==> config.mk <==
export PLATFORM = sky130hd
export DESIGN_NAME = rr_arbiter_8
export DESIGN_NICKNAME = d
export VERILOG_FILES = /design/src/rtl/arb8_pkg.sv /design/src/rtl/rr_pick_8.sv /design/src/rtl/rr_arbiter_8.sv
export SDC_FILE = /design/constraint.sdc
export NUM_CORES = 1
export LEC_CHECK = 0
export BUFFER_PORTS_ARGS = -buffer_cell sky130_fd_sc_hd__buf_2
export CAP_MARGIN = 20
export CORE_MARGIN = 3
export CORE_UTILIZATION = 50
export DETAILED_ROUTE_END_ITERATION = 7
export GPL_TIMING_DRIVEN = 0
export PLACE_DENSITY_LB_ADDON = 0.08
export SETUP_SLACK_MARGIN = 0.3
export SLEW_MARGIN = 30
export SYNTH_ARGS = -nofsm -noshare
export SYNTH_HDL_FRONTEND = slang
export SYNTH_SLANG_ARGS = --single-unit
==> constraint.sdc <==
create_clock -name clk -period 6.3 [get_ports clk]
set_input_delay 0.63 -clock clk [delete_from_list [all_inputs] [get_ports clk]]
set_output_delay 0.63 -clock clk [all_outputs]
set_load 0.01 [all_outputs]
==> src/rtl/arb8_pkg.sv <==
// Shared types and helpers for the 8-way round-robin arbiter.
package arb8_pkg;

   localparam int N_REQ = 8;
   localparam int ID_W  = 3;

   typedef enum logic {
      IDLE = 1'b0,
      BUSY = 1'b1
   } arb_state_t;

   function automatic logic [N_REQ-1:0] onehot8(input logic [ID_W-1:0] id, input logic en);
      return en ? (8'b1 << id) : 8'b0;
   endfunction

endpackage

==> src/rtl/rr_pick_8.sv <==
// Combinational round-robin search: first set request after last_id, wrapping,
// with one optional requester masked out.
module rr_pick_8
   import arb8_pkg::*;
(
   input  logic [N_REQ-1:0] req,
   input  logic [ID_W-1:0]  last_id,
   input  logic             excl_en,
   input  logic [ID_W-1:0]  excl_id,
   output logic             any,
   output logic [ID_W-1:0]  pick_id
);

   logic [N_REQ-1:0] req_m;

   assign req_m = req & ~onehot8(excl_id, excl_en);

   always_comb begin
      logic [ID_W-1:0] idx;
      any     = 1'b0;
      pick_id = '0;
      idx     = '0;
      // Offsets 1..8 visit last_id itself last, so it has the lowest priority.
      for (int k = 1; k <= N_REQ; k++) begin
         idx = last_id + ID_W'(k);
         if (req_m[idx] && !any) begin
            any     = 1'b1;
            pick_id = idx;
         end
      end
   end

endmodule

==> src/rtl/rr_arbiter_8.sv <==
// Round-robin arbiter for 8 requesters with registered index/one-hot grant.
// Define ARB_PREEMPT_EN to force a hand-over after MAX_HOLD consecutive grant cycles.
module rr_arbiter_8
   import arb8_pkg::*;
#(
   parameter int MAX_HOLD = 16,
   parameter int HOLD_W   = 8
)
(
   input  logic             clk,
   input  logic             rst_n,
   input  logic [N_REQ-1:0] req,
   output logic [N_REQ-1:0] gnt,
   output logic [ID_W-1:0]  gnt_id,
   output logic             gnt_valid
);

   if (MAX_HOLD < 2 || MAX_HOLD > 255 || (2 ** HOLD_W) <= MAX_HOLD) begin : g_bad_param
      $error("rr_arbiter_8: illegal MAX_HOLD/HOLD_W combination");
   end

   arb_state_t      state;
   logic [ID_W-1:0] last_id;
   logic            pick_any;
   logic [ID_W-1:0] pick_id;
   logic            take;
   logic            drop;

`ifdef ARB_PREEMPT_EN
   localparam logic [HOLD_W-1:0] HOLD_LAST = HOLD_W'(MAX_HOLD - 1);
   logic [HOLD_W-1:0] hold_cnt;
   logic              hold_inc;
`endif

   // While busy the owner is masked, so a re-pick always moves to someone else.
   rr_pick_8 u_pick (
      .req     (req),
      .last_id (last_id),
      .excl_en (state == BUSY),
      .excl_id (gnt_id),
      .any     (pick_any),
      .pick_id (pick_id)
   );

   always_comb begin
      take = 1'b0;
      drop = 1'b0;
`ifdef ARB_PREEMPT_EN
      hold_inc = 1'b0;
`endif
      case (state)
         IDLE: take = pick_any;
         BUSY: begin
            if (req[gnt_id]) begin
`ifdef ARB_PREEMPT_EN
               if (hold_cnt == HOLD_LAST) take = pick_any;
               else                       hold_inc = 1'b1;
`endif
            end else if (pick_any) begin
               take = 1'b1;
            end else begin
               drop = 1'b1;
            end
         end
         default: drop = 1'b1;
      endcase
   end

   always_ff @(posedge clk or negedge rst_n) begin
      if (!rst_n) begin
         state     <= IDLE;
         gnt       <= '0;
         gnt_id    <= '0;
         gnt_valid <= 1'b0;
         last_id   <= 3'd7;
`ifdef ARB_PREEMPT_EN
         hold_cnt  <= '0;
`endif
      end else begin
         if (take) begin
            state     <= BUSY;
            gnt       <= onehot8(pick_id, 1'b1);
            gnt_id    <= pick_id;
            gnt_valid <= 1'b1;
            last_id   <= pick_id;
`ifdef ARB_PREEMPT_EN
            hold_cnt  <= '0;
`endif
         end else if (drop) begin
            state     <= IDLE;
            gnt       <= '0;
            gnt_id    <= '0;
            gnt_valid <= 1'b0;
         end
`ifdef ARB_PREEMPT_EN
         if (hold_inc) hold_cnt <= hold_cnt + 1'b1;
`endif
      end
   end

endmodule

Yosys cells after proc, flatten, opt, wreduce, memory -nomap -nowiden

Index checks and enable logic that the tools add are counted.

Bits in read-only memories: 0
Memory bits (writable): 0
Word-level logic and storage cells: 87
Register bits after elaboration: 15
Memories kept: 0
Input port bits: 10
Latch bits: 0
Output and inout bits: 12

Bitwise operators: 3
Add/sub/neg operators: 7
Reductions and logical operators: 15
Equal/unequal tests: 0
Divide/modulo/power cells: 0
Magnitude comparators: 9
Multiply operators: 0
Shifts and indexed selects: 2
Mux-type cells: 47

Operator list:

| kind                                                       | count |
|---|---|
| less-than comparator 3 x 4 -> 1 bit, second input constant | 9 |
| two-way mux 3 bit                                          | 10 |
| binary-select mux 1 bit (select 3 bit)                     | 9 |
| two-way mux 1 bit                                          | 24 |
| two-way mux 8 bit                                          | 3 |
| left shift 1 x 3 -> 8 bit, first input constant            | 2 |
| adder 3 bit, second input constant                         | 4 |
| AND 8 bit                                                  | 1 |
| NOT 8 bit                                                  | 1 |
| logical AND 1 bit                                          | 7 |
| zero test 1 bit                                            | 7 |
| adder 3 x 2 -> 3 bit, second input constant                | 2 |
| adder 3 x 1 -> 3 bit, second input constant                | 1 |
| one-hot mux 1 bit (2 select lines)                         | 1 |
| nonzero test 2 bit                                         | 1 |
| NOT 1 bit                                                  | 1 |

Depth between registers and ports, before layout

Word-level depth: 33
Mapped depth: 14
Gate-level depth less buffers: 10

Modules after synthesis

Synthesis repeated with hierarchy kept, for this count alone.

Cell total of the unflattened synthesis: 206
Area, all modules: 1940.6 um^2

By module, submodules not included:

| module       | area each (um^2) | cells each | times used |
|---|---|---|---|
| rr_pick_8    | 1163.6           | 144        | 1 |
| rr_arbiter_8 | 777.0            | 62         | 1 |

Least setup slack after synthesis

Ideal clock, no wire load.

Kind: register to register
Start: register last_id[1]
End: register gnt[4]
Path buffers: 4
Data arrival time: 3.328 ns
Slack: 2.850 ns
Stages on the path, launching flop included: 15
Required time: 6.178 ns
Library setup time: 0.122 ns
Path through: dfstp_2 -> buf_6 -> buf_6 -> inv_1 -> ha_1 -> buf_6 -> buf_6 -> mux2i_1 -> a21oi_1 -> mux4_2 -> a211oi_4 -> and2_4 -> o211ai_1 -> a32o_2 -> a32o_1

Longest elaborated chain between the ends: 29

RTL lines:

| what                                                                    | RTL line           | source |
|---|---|---|
| start, declared                                                         | rr_arbiter_8.sv:23 | `logic [ID_W-1:0] last_id;` |
| start signal, assigned                                                  | rr_arbiter_8.sv:85 | `last_id <= pick_id;` |
| adder 3 x 1 -> 3 bit                                                    | rr_pick_8.sv:25    | `idx = last_id + ID_W'(k);` |
| binary-select mux 1 bit (select 3 bit)                                  | rr_pick_8.sv:26    | `if (req_m[idx] && !any) begin` |
| two-way mux 1 bit (not written as such)                                 | rr_pick_8.sv:26    |  |
| two-way mux 1 bit                                                       | rr_pick_8.sv:26    |  |
| zero test 1 bit                                                         | rr_pick_8.sv:26    |  |
| logical AND 1 bit                                                       | rr_pick_8.sv:26    |  |
| two-way mux 1 bit                                                       | rr_pick_8.sv:26    |  |
| zero test 1 bit                                                         | rr_pick_8.sv:26    |  |
| [... 13 more ...]                                                       | -                  |  |
| two-way mux 1 bit                                                       | rr_pick_8.sv:26    |  |
| zero test 1 bit                                                         | rr_pick_8.sv:26    |  |
| logical AND 1 bit                                                       | rr_pick_8.sv:26    |  |
| two-way mux 1 bit                                                       | rr_pick_8.sv:26    |  |
| two-way mux 1 bit                                                       | rr_arbiter_8.sv:59 | `end else if (pick_any) begin` |
| two-way mux 1 bit                                                       | rr_arbiter_8.sv:54 | `if (req[gnt_id]) begin` |
| one-hot mux 1 bit (2 select lines) or two-way mux 1 bit (tied branches) | rr_arbiter_8.sv:51 | `case (state)` |
| two-way mux 8 bit or nonzero test 2 bit (tied branches)                 | -                  |  |
| end signal, assigned                                                    | rr_arbiter_8.sv:82 | `gnt <= onehot8(pick_id, 1'b1);` |
| end, declared                                                           | rr_arbiter_8.sv:13 | `output logic [N_REQ-1:0] gnt,` |

Several ways; a longest one is shown, not always the timed one. The select of a mux whose other input is x is not followed.
A chain may end at the register's enable or synchronous reset.

Final worst setup path

Start: register last_id[1]
End: register gnt[7]

Same word-level chain as after synthesis.

==> impl_summary.log <==
INFO  metric gp_routability_congestion = 0.990
INFO  metric timing.reg2reg.worst_path_depth = 14
INFO  metric synth.distinct_cells = 54
INFO  metric netlist_area = 0.00195 sq mm
INFO  metric dieWidth = about 68 um
INFO  metric worstSetupStartpointType = flop
INFO  metric yosys_warnings = 0
INFO  metric detail_route.wirelength = around 5.3 mm
INFO  metric cts_post_setup_buffers_inserted = 0
INFO  metric detail_route.iter0.violations = 190
INFO  metric cts_made_buffers = 3
INFO  metric final_cell_mix = sky130_fd_sc_hd__buf_2, sky130_fd_sc_hd__nand2_1, sky130_fd_sc_hd__mux2i_1
INFO  metric synth_top_cell_by_area = sky130_fd_sc_hd__dfrtp_1
INFO  metric reg2reg_from = last_id[1]
INFO  metric worstHoldPathType = in2async
INFO  metric critical_path.reg2reg.endpoint = gnt[7]
INFO  metric cpLargestDelayFamily = compound AO/OA/AOI/OAI gates
INFO  metric final_layout_size_suffix_gt1_frac = 0.298
INFO  metric crit_end = gnt[7]
INFO  metric finalSetupViolCount = 0
INFO  metric dp_cells = 272
INFO  metric fin_cells = 276
INFO  metric relSlewSlack = 0.545
INFO  metric design.core.area = 0.00372 sq mm
INFO  metric nFillCells = 334
INFO  metric hold_viol_final = 0
INFO  metric synth-main-ff-cell = sky130_fd_sc_hd__dfrtp_1
INFO  metric path_depth = 14
INFO  metric timing_worst_setup_path_type = reg2reg
INFO  metric grt_max_degree = 16
INFO  metric numPortBuffers = 21
INFO  metric number_of_antenna_violations_at_the_first_check_in_global_routing = 0
INFO  metric num_antenna_cells = 0
INFO  metric highest_routed_layer = met4
INFO  metric clock_sinks = 15
INFO  metric crit_path_start = last_id[1]
INFO  metric worst-slew-pin-transition = a little under 700 ps
INFO  metric htree_num_levels = 1
INFO  metric setup_tns = 0 ps
INFO  metric final.setup_skew = 3.03 ps
INFO  metric crit_path_max_fanout = 10
INFO  metric ys_async_sr_fraction = 1.00
INFO  metric ys_seq_area_frac = 0.195
INFO  metric max-clock-path-buffers = 2
INFO  metric die-area = 0.00468 sq mm
INFO  metric routed-wl-met3 = approximately 320 um
INFO  metric hpwlAfterDp = ~4.2 mm
INFO  metric cp_num_buf_inv = 5
INFO  metric dieHeight = 68.4 um
INFO  metric end_kind = flop
INFO  metric drt-pass1-iter-count = 5
INFO  metric synth_top_area_share = 0.154
INFO  metric post_cts_resize_count = 0
INFO  metric drt-vias-per-instance = 6.87
INFO  metric met2_wirelength = 2.46 mm
INFO  metric netlist_instances = around 200
INFO  metric cap_violations = 0
INFO  metric outcome = finished clean
INFO  metric grt_pass1_wl = 8.76 mm
INFO  metric most_frequent_standard_cell_in_the_layout_excluding_fill_and_tap_cells = sky130_fd_sc_hd__buf_2
INFO  metric post-route-drc-count = 0
INFO  metric cp_slowest_stage_delay = 560 ps
INFO  metric final.period_utilization = 0.627
INFO  metric global_route.usage.total = 0.246
INFO  metric top_area_cells_in_the_synthesized_netlist = sky130_fd_sc_hd__dfrtp_1, sky130_fd_sc_hd__mux2i_1, sky130_fd_sc_hd__mux2_2
INFO  metric grt_setup_unrepaired = false
INFO  metric syn-num-nets = 215
INFO  metric final_period_minus_worst_setup_slack = 3950 ps
INFO  metric critical-path-slowest-cell = sky130_fd_sc_hd__mux4_2
INFO  metric timing.critical_path.required = ~6500 ps
INFO  metric reg2reg_setup_slack = roughly 2300 ps
INFO  metric clk_pin_slew_worst_paths = 60 ps
INFO  metric fp-row-count = 22
INFO  metric routed-via-count = 1896
INFO  metric hold_buffers = 0
INFO  metric initial_core_util = 0.524
INFO  metric path_cells = buf_6 -> buf_6 -> inv_1 -> ha_1 -> buf_6 -> buf_6 -> mux2i_1 -> a21oi_1 -> mux4_2 -> a211oi_4 -> and2_4 -> a32oi_2 -> a211oi_4 -> a32o_1
INFO  metric ant_nets = 0
INFO  metric grt-ovfl-total = 0
INFO  metric crit_top_cell = sky130_fd_sc_hd__buf_6
INFO  metric m1WireLength = ~2.3 mm
INFO  metric peak_freq = between 200 and 300 MHz
INFO  metric syn_area_per_cell = 9.58 sq um
INFO  metric nets = 241
INFO  metric ctsRootBufferMaster = sky130_fd_sc_hd__clkbuf_8
INFO  metric route.detailed.wl_per_inst = 19.2 um
INFO  metric cts_tree = yes
INFO  metric ys_ff_latch = 15
INFO  metric flow.area_growth_from_synthesis = 10.9%
INFO  metric finalMaxSlewViolations = 0
INFO  metric clk_latency = between 200 and 300 ps
INFO  metric worst_ep_arrival_time = 4130 ps
INFO  metric design.portCount = 22
INFO  metric first_global_vias = 1786
INFO  metric synth_edf_count = 0
==> sequential cells by signal, indices dropped and copies added (netlist names) <==
register  cells
gnt           8
gnt_id        3
last_id       3
state         1
==> stage by stage <==
stage | setup slack, ps | hold WS (ps) | cell area, sq um | util
after global routing | 2020 | 288 | 2160 | 0.580
after CTS | 2360 | 286 | 2160 | 0.580
after detailed placement | 2400 | 474 | 2110 | 0.568
final | 2350 | 275 | 2160 | 0.580
after floorplan | 2850 | 334 | 1950 | -
after global placement | 2440 | 460 | 2110 | 0.568
==> synthesized netlist by cell type (2+ instances only) <==
cell type                   n
sky130_fd_sc_hd__nand2_1   16
sky130_fd_sc_hd__mux2i_1   13
sky130_fd_sc_hd__dfrtp_1   12
sky130_fd_sc_hd__a21oi_1   11
sky130_fd_sc_hd__nand3_1   11
sky130_fd_sc_hd__o21ai_0   11
sky130_fd_sc_hd__mux2_2    10
sky130_fd_sc_hd__o211ai_1   9
sky130_fd_sc_hd__o31ai_1    9
sky130_fd_sc_hd__inv_1      7
sky130_fd_sc_hd__o22ai_1    7
sky130_fd_sc_hd__buf_6      6
sky130_fd_sc_hd__a32o_1     5
sky130_fd_sc_hd__a211oi_1   4
sky130_fd_sc_hd__a21o_1     4
sky130_fd_sc_hd__mux4_1     4
sky130_fd_sc_hd__nand4_1    4
sky130_fd_sc_hd__nor2_1     4
sky130_fd_sc_hd__xnor2_1    4
sky130_fd_sc_hd__and2_1     3
sky130_fd_sc_hd__and3_2     3
sky130_fd_sc_hd__clkbuf_8   3
sky130_fd_sc_hd__dfstp_2    3
sky130_fd_sc_hd__a211oi_4   2
sky130_fd_sc_hd__a21boi_0   2
sky130_fd_sc_hd__a32oi_1    2
sky130_fd_sc_hd__ha_1       2
sky130_fd_sc_hd__mux4_2     2
sky130_fd_sc_hd__nand3b_1   2
sky130_fd_sc_hd__or3b_2     2
sky130_fd_sc_hd__xor2_1     2
sky130_fd_sc_hd__xor2_4     2
==> logic make-up (layout without fill, tap and decap cells) <==
group	count (synthesis)	in the layout	synth area share
multiplexers	29	29	0.202
flip-flops	15	15	0.195
AO/OA/AOI/OAI	76	76	0.294
buffers and inverters	19	44	0.0759
XOR/XNOR	9	9	0.0669
AND/OR/NAND/NOR	53	53	0.154
adder cells (fa/ha/maj)	2	2	0.0129
==> cell type report <==
class                      count  area, sq um  share of cell area
multi-input combinational    169         1420               0.658
sequential                    15          379               0.176
buffer                        11          118              0.0545
timing repair buffer          21          105              0.0487
tap                           48         60.1              0.0278
clock buffer                   3         41.3              0.0191
inverter                       8         30.0              0.0139
clock inverter                 1         5.00             0.00232
==> how the worst min path moves through the flow <==
| stage | from | cells after the start | endpoint | slack [ps] |
|---|---|---|---|---|
| floorplan | rst_n | 0 | gnt[0] | 330 |
| global placement | gnt[0] | 2 | gnt[0] | 460 |
| detailed placement | gnt[2] | 2 | gnt[2] | 470 |
| CTS | rst_n | 1 | gnt[7] | 290 |
| global route | rst_n | 1 | gnt[6] | 290 |
| finish | rst_n | 1 | gnt_id[0] | 270 |
==> per-layer routing <==
layer	global-route usage	vias up
met5	0	-
met4	0.102	0
met3	0.0181	25
met2	0.393	108
met1	0.341	905
li1	-	858
Power is not shown: default switching activity piles up to over one toggle a cycle in this logic, so the estimate is an artifact.
